[config.mk]
export PLATFORM = sky130hd
export DESIGN_NAME = phase_seq_gen
export DESIGN_NICKNAME = d
export VERILOG_FILES = /design/src/rtl/phase_seq_gen_pkg.sv /design/src/rtl/phase_window.sv /design/src/rtl/phase_seq_gen.sv
export SDC_FILE = /design/constraint.sdc
export NUM_CORES = 1
export LEC_CHECK = 0
export CORE_MARGIN = 2
export CORE_UTILIZATION = 36
export DETAILED_ROUTE_END_ITERATION = 8
export PLACE_DENSITY = 0.65
export SLEW_MARGIN = 20
export SYNTH_ARGS = -nofsm -noshare
export SYNTH_HDL_FRONTEND = slang
export SYNTH_SLANG_ARGS = --single-unit
[constraint.sdc]
create_clock -name CLOCK -period 2.3 [get_ports CLOCK]
set_input_delay 0.46 -clock CLOCK [delete_from_list [all_inputs] [get_ports CLOCK]]
set_output_delay 0.46 -clock CLOCK [all_outputs]
set_load 0.01 [all_outputs]
[src/rtl/phase_seq_gen_pkg.sv]
// Shared types and default timing constants for the instruction-cycle phase sequencer.
package phase_seq_gen_pkg;

  localparam int unsigned STATE_W     = 2;
  localparam int unsigned DEF_NPHASE  = 8;
  localparam int unsigned DEF_PW      = 3;
  localparam int unsigned DEF_ALU_ST  = 1;
  localparam int unsigned DEF_ALU_SP  = 1;
  localparam int unsigned DEF_FET_ST  = 4;
  localparam int unsigned DEF_FET_SP  = 7;
  localparam int unsigned DEF_NCH     = 2;
  localparam int unsigned DEF_CW      = 16;

  typedef enum logic [STATE_W-1:0] {
    S_IDLE = 2'd0,
    S_RUN  = 2'd1,
    S_STEP = 2'd2,
    S_HALT = 2'd3
  } state_e;

  // Strobes and the cycle-start flag are only live while executing a cycle
  function automatic logic is_active(input state_e s);
    return (s == S_RUN) || (s == S_STEP);
  endfunction

endpackage

[src/rtl/phase_window.sv]
// Registered strobe: high for next phases ST..SP while the sequencer is executing a cycle.
module phase_window #(
  parameter int unsigned NPHASE = 8,
  parameter int unsigned PW     = 3,
  parameter int unsigned ST     = 0,
  parameter int unsigned SP     = 0
) (
  input  logic          clk,
  input  logic          rst_n,
  input  logic [PW-1:0] nxt_phase,
  input  logic          active,
  output logic          win
);

  logic lo_ok;
  logic hi_ok;
  logic win_d;
  logic win_q;

  // Window bounds must lie inside the cycle and must not wrap
  if (ST > SP || SP >= NPHASE) begin : g_bad_window
    $error("phase_window: illegal window ST=%0d SP=%0d NPHASE=%0d", ST, SP, NPHASE);
  end

  // Bound comparisons that are trivially true are elided
  if (ST == 0) begin : g_lo_all
    assign lo_ok = 1'b1;
  end else begin : g_lo_cmp
    assign lo_ok = (nxt_phase >= PW'(ST));
  end

  if (SP >= (2 ** PW) - 1) begin : g_hi_all
    assign hi_ok = 1'b1;
  end else begin : g_hi_cmp
    assign hi_ok = (nxt_phase <= PW'(SP));
  end

  assign win_d = active & lo_ok & hi_ok;

  // Strobe register, updated on the falling edge like the rest of the sequencer
  always_ff @(negedge clk or negedge rst_n) begin
    if (!rst_n) begin
      win_q <= 1'b0;
    end else begin
      win_q <= win_d;
    end
  end

  assign win = win_q;

endmodule

[src/rtl/phase_seq_gen.sv]
// Parametrised instruction-cycle phase sequencer with halt, single-step, stall and cycle counter.
module phase_seq_gen
  import phase_seq_gen_pkg::*;
#(
  parameter int unsigned     NPHASE = DEF_NPHASE,
  parameter int unsigned     PW     = DEF_PW,
  parameter int unsigned     ALU_ST = DEF_ALU_ST,
  parameter int unsigned     ALU_SP = DEF_ALU_SP,
  parameter int unsigned     FET_ST = DEF_FET_ST,
  parameter int unsigned     FET_SP = DEF_FET_SP,
  parameter int unsigned     NCH    = DEF_NCH,
  parameter logic [NCH*PW-1:0] CH_ST = {3'd2, 3'd0},
  parameter logic [NCH*PW-1:0] CH_SP = {3'd3, 3'd0},
  parameter int unsigned     CW     = DEF_CW
) (
  input  logic           CLOCK,
  input  logic           RESET_N,
  input  logic           STALL,
  input  logic           HALT_REQ,
  input  logic           STEP,
  output logic           CLK_CTRL,
  output logic           CLK_ALU,
  output logic           CLK_FETCH,
  output logic [NCH-1:0] STROBE,
  output logic [PW-1:0]  PHASE,
  output logic           CYC_START,
  output logic           HALTED,
  output logic [CW-1:0]  CYC_CNT
);

  localparam logic [PW-1:0] LAST_PHASE = PW'(NPHASE - 1);

  if ((2 ** PW) < NPHASE || NPHASE < 2) begin : g_bad_cfg
    $error("phase_seq_gen: illegal NPHASE=%0d for PW=%0d", NPHASE, PW);
  end

  state_e        state_q, state_d;
  logic [PW-1:0] phase_q, phase_d;
  logic [CW-1:0] cnt_q, cnt_d;
  logic          cyc_start_q, cyc_start_d;
  logic          halted_q, halted_d;
  logic          active_d;

  // State, phase and cycle-count registers
  always_ff @(negedge CLOCK or negedge RESET_N) begin
    if (!RESET_N) begin
      state_q     <= S_IDLE;
      phase_q     <= '0;
      cnt_q       <= '0;
      cyc_start_q <= 1'b0;
      halted_q    <= 1'b0;
    end else begin
      state_q     <= state_d;
      phase_q     <= phase_d;
      cnt_q       <= cnt_d;
      cyc_start_q <= cyc_start_d;
      halted_q    <= halted_d;
    end
  end

  // Next-state: stall freezes everything except a parked sequencer; halt only at a cycle boundary
  always_comb begin
    state_d = state_q;
    phase_d = phase_q;
    cnt_d   = cnt_q;
    if (!(STALL && state_q != S_HALT)) begin
      case (state_q)
        S_IDLE: begin
          state_d = S_RUN;
          phase_d = '0;
        end
        S_RUN, S_STEP: begin
          if (phase_q == LAST_PHASE) begin
            cnt_d   = cnt_q + CW'(1);
            phase_d = '0;
            state_d = HALT_REQ ? S_HALT : S_RUN;
          end else begin
            phase_d = phase_q + PW'(1);
          end
        end
        S_HALT: begin
          phase_d = '0;
          if (STEP) begin
            state_d = S_STEP;
          end else if (!HALT_REQ) begin
            state_d = S_RUN;
          end
        end
        default: begin
          state_d = S_IDLE;
          phase_d = '0;
        end
      endcase
    end
    active_d    = is_active(state_d);
    cyc_start_d = active_d && (phase_d == '0);
    halted_d    = (state_d == S_HALT);
  end

  phase_window #(.NPHASE(NPHASE), .PW(PW), .ST(ALU_ST), .SP(ALU_SP)) u_alu_win (
    .clk(CLOCK), .rst_n(RESET_N), .nxt_phase(phase_d), .active(active_d), .win(CLK_ALU)
  );

  phase_window #(.NPHASE(NPHASE), .PW(PW), .ST(FET_ST), .SP(FET_SP)) u_fet_win (
    .clk(CLOCK), .rst_n(RESET_N), .nxt_phase(phase_d), .active(active_d), .win(CLK_FETCH)
  );

  for (genvar i = 0; i < NCH; i++) begin : g_ch
    phase_window #(
      .NPHASE(NPHASE),
      .PW(PW),
      .ST(32'(CH_ST[i*PW +: PW])),
      .SP(32'(CH_SP[i*PW +: PW]))
    ) u_ch_win (
      .clk(CLOCK), .rst_n(RESET_N), .nxt_phase(phase_d), .active(active_d), .win(STROBE[i])
    );
  end

  assign CLK_CTRL  = ~CLOCK;
  assign PHASE     = phase_q;
  assign CYC_CNT   = cnt_q;
  assign CYC_START = cyc_start_q;
  assign HALTED    = halted_q;

endmodule

# Yosys cells after proc, flatten, opt, wreduce, memory -nomap -nowiden

Index checks and enable logic that the tools add are counted.

Flip-flop bits (word level): 27
Latch bits: 0
Memory bits (writable): 0
Memory bits (read-only): 0
Word-level logic and storage cells: 50
Memories: 0

$add $sub $neg: 2
Multipliers: 0
Divide/modulo/power cells: 0
Order comparisons: 6
Equal/unequal tests: 8
Shift-type cells: 0
Muxes and demuxes: 9
Bitwise logic cells: 8
Reduce and logical (&&, ||, !) cells: 8

Operators by type and width:

| kind                                                                                | number |
|---|---|
| 16-bit by 1-bit adder with 16-bit output, second input constant                     | 1 |
| 2-bit two-way mux                                                                   | 5 |
| 2-bit == test, second input constant                                                | 4 |
| 1-bit AND                                                                           | 6 |
| 3-bit by 1-bit less-or-equal comparator with 1-bit output, second input constant    | 2 |
| 3-bit two-way mux                                                                   | 2 |
| 2-bit case mux with 3 select lines                                                  | 1 |
| 3-bit case mux with 2 select lines                                                  | 1 |
| 2-bit by 1-bit == test with 1-bit output, second input constant                     | 2 |
| 2-bit OR reduction                                                                  | 2 |
| 3-bit by 1-bit adder with 3-bit output, second input constant                       | 1 |
| 3-bit == test, second input constant                                                | 1 |
| 3-bit by 1-bit greater-or-equal comparator with 1-bit output, second input constant | 1 |
| 3-bit by 2-bit greater-or-equal comparator with 1-bit output, second input constant | 1 |
| 3-bit greater-or-equal comparator, second input constant                            | 1 |
| 3-bit by 2-bit less-or-equal comparator with 1-bit output, second input constant    | 1 |
| 3-bit zero test                                                                     | 1 |
| 3-bit AND reduction                                                                 | 1 |
| 1-bit logical AND                                                                   | 2 |
| 2-bit zero test                                                                     | 1 |
| 2-bit inequality test, second input constant                                        | 1 |
| 1-bit NOT                                                                           | 2 |
| 1-bit logical OR                                                                    | 1 |

# Logic depth before layout (Yosys ltp)

Word-level depth: 8
Gate-level depth with buffers: 9

# Cells and area by module

From an unflattened synthesis, not the netlist that was laid out.

Cell total of the unflattened synthesis: 114
Area, all modules: 1275.0 um^2

By module, submodules not included:

| module                          | instances | cells an instance | area an instance (um^2) | seq. area each (um^2) |
|---|---|---|---|---|
| phase_seq_gen                   | 1         | 106               | 1132.3                  | 575.6 |
| phase_window (g_ch[0].u_ch_win) | 1         | 2                 | 40.0                    | 25.0 |
| phase_window (u_alu_win)        | 1         | 2                 | 37.5                    | 25.0 |
| phase_window (g_ch[1].u_ch_win) | 1         | 2                 | 33.8                    | 25.0 |
| phase_window (u_fet_win)        | 1         | 2                 | 31.3                    | 25.0 |

==> flow_summary.json <==
{
  "final_area_um2": 1930,
  "synth_top_cell_by_area": "dfrtn_1",
  "drt-initial-drc-count": 24,
  "cts_inserted_buffers": 3,
  "fin_nets": 196,
  "n_antenna_cell": 0,
  "firstDrtPassIters": 4,
  "synth-async-reset-ratio_pct": 100,
  "report.final.slew_viol_count": 0,
  "synthCells": 114,
  "max_slew_margin_pct": 72.6,
  "antenna_found_initial": 0,
  "utilization_pct": 57.8,
  "crit_slowest_cell": "dfrtn_1",
  "antenna_left": 0,
  "start_kind": "register",
  "ys_types": 29,
  "start_util_pct": 37.6,
  "worstPathCellList": "buf_2",
  "viasPerCell": 4.59,
  "fp-row-count": 21,
  "grt_overflow": 0,
  "p_leak_nw": 1.10,
  "cts_tree": "yes",
  "clk_pin_slew_ns": 0.10,
  "critPathRequiredTime_ns": 1.84,
  "yosysMostFrequentCell": "dfrtn_1",
  "fin_setup_tns_ns": -5.05,
  "wl_per_cell_um": 12.2,
  "crit_type": "register to output pin",
  "insertion_delay_ns": 0.31,
  "placed_area_um2": 1870,
  "rrSetupSlack_ns": -0.02,
  "syn_to_final_growth_pct": 53.5,
  "status": "finished with violations",
  "ff2ff_path_depth": 10,
  "critPathCaptureType": "output pin",
  "ys.flop_type": "dfrtn_1",
  "vdd_drop_max_mv": 0.338,
  "hold_start": "CYC_CNT[14]",
  "grt_pass1_vias": 1095,
  "synth_area_um2": 1260,
  "dr_total_vias": 1051,
  "htree_levels": 1,
  "hold_class": "register to register",
  "final-setup-viol-count": 32,
  "path_depth": 1,
  "fin_skew_ns": 0.00699,
  "cts-root-buf": "clkbuf_4",
  "synth_commonest_cells": "26 x dfrtn_1, 11 x nand2_1, 10 x xor2_1, 8 x inv_1",
  "seq_area_frac_synth_pct": 51.8,
  "drc": 0,
  "track_usage_pct": 15.1,
  "crit_buf_inv": 1,
  "drive_gt1_share_pct": 51.9,
  "worst_slack_ns": -0.215,
  "clk_path_buf_depth": 2,
  "final_cells": 229,
  "hold_buffers": 0,
  "dieArea_um2": 3980,
  "slowest_delay_ns": 0.45,
  "preCtsSetupSlack_ns": -0.963,
  "port_buffers": 30,
  "holdWs_ns": 0.530,
  "gp_congestion": 0.831,
  "failed_checks": "negative setup slack",
  "rsz0062_at_grt": "yes",
  "total_power_mw": 1.27,
  "yosys_register_bits": 26,
  "finalHoldViolations": 0,
  "syn_avg_cell_area_um2": 11.0,
  "critPathArrivalTime_ns": 2.05,
  "tightest_slew_ns": 0.408,
  "maxCapViolCount": 0,
  "grt_pass1_wl_mm": 4.81,
  "critical_path_peak_fanout": 2,
  "r2r-start": "PHASE[1]",
  "io_pins": 31,
  "p_per_area_nw_per_um2": 661,
  "yosys_warnings": 0,
  "dieWidth_um": 63.1,
  "hpwl_mm": 1.98,
  "grt_max_degree": 27,
  "netlist.area_leader.share_pct": 51.8,
  "r2r_end": "g_ch[1].u_ch_win.win",
  "critical_path.top_delay_family": "flip-flops",
  "wl_mm": 2.79,
  "hold_path_depth": 2,
  "dp.cells": 216,
  "core-area_um2": 3340,
  "synth_edf_count": 0,
  "ys_top_cells_by_area": "dfrtn_1 52%, ha_1 7.0%, xor2_1 7.0%, xnor2_1 3.5%, nand2_1 3.3%",
  "die_y_um": 63.1,
  "synth.net_count": 126,
  "min_to": "CYC_CNT[14]"
}
==> repair_timing <==
item,CTS,global route
pin swaps,10,10
setup buffers,7,2
endpoints found under the setup margin,52,35
endpoints found under the hold margin,0,0
resized for setup,119,12
==> where the power goes <==
group	switching, mW	internal (mW)	total (mW)
registers	0.0344	0.526	0.560
logic	0.230	0.241	0.471
clock network	0.157	0.0855	0.242
==> metal layers <==
metal / global-route usage [%] / wire, µm
met4: 5.28 / 29
met2: 26.5 / 1400
met3: 2.68 / 94
met1: 18.7 / 1270
met5: 0 / 0
==> cell families after synthesis <==
| family | synth area share [%] |
|---|---|
| flops | 51.8 |
| simple gates | 21.6 |
| xor+xnor | 10.5 |
| fa+ha+maj | 6.97 |
| compound gates | 4.68 |
| mux | 0.896 |
| buf+inv | 3.59 |
==> worst max-delay path by stage <==
stage / endpoint / startpoint
3_3_place_gp: g_ch[1].u_ch_win.win / STALL
2_1_floorplan: g_ch[1].u_ch_win.win / STALL
5_1_grt: CYC_CNT[6] / CYC_CNT[6]
4_1_cts: PHASE[0] / PHASE[0]
3_5_place_dp: CYC_START / HALT_REQ
6_report: PHASE[0] / PHASE[0]
==> cell usage in the layout, fill, tap and decap left out, types with 2 or more instances in the layout <==
cell	Yosys	final
nand2_1	11	11
a31oi_1	3	3
dfrtn_1	26	26
nor2b_1	3	2
nor2_2	0	2
buf_4	2	34
and3_2	2	2
nor2_1	5	3
xor2_1	10	10
nand4_1	3	3
nand3_1	3	2
buf_6	0	6
and3b_1	2	2
buf_2	0	24
xnor2_1	5	5
nand3_2	1	2
nor3_2	0	4
nor3_4	0	3
ha_1	7	6
inv_1	8	8
clkbuf_4	0	3
==> layout make-up <==
class,instances,area [µm²]
inverters,7,26.3
well taps,46,57.6
multi-input cells,78,678
clock inverters,2,11.3
repair buffers,66,473
flip-flops and latches,26,651
clock buffers,4,31.3
fillers,312,1410
==> registers in the layout (all words and copies together), names as in the netlist <==
signal             count
u_alu_win.win          1
CYC_CNT               16
u_fet_win.win          1
state_q                2
HALTED                 1
CYC_START              1
g_ch.u_ch_win.win      1
PHASE                  3
(Power assumes the default switching activity.)
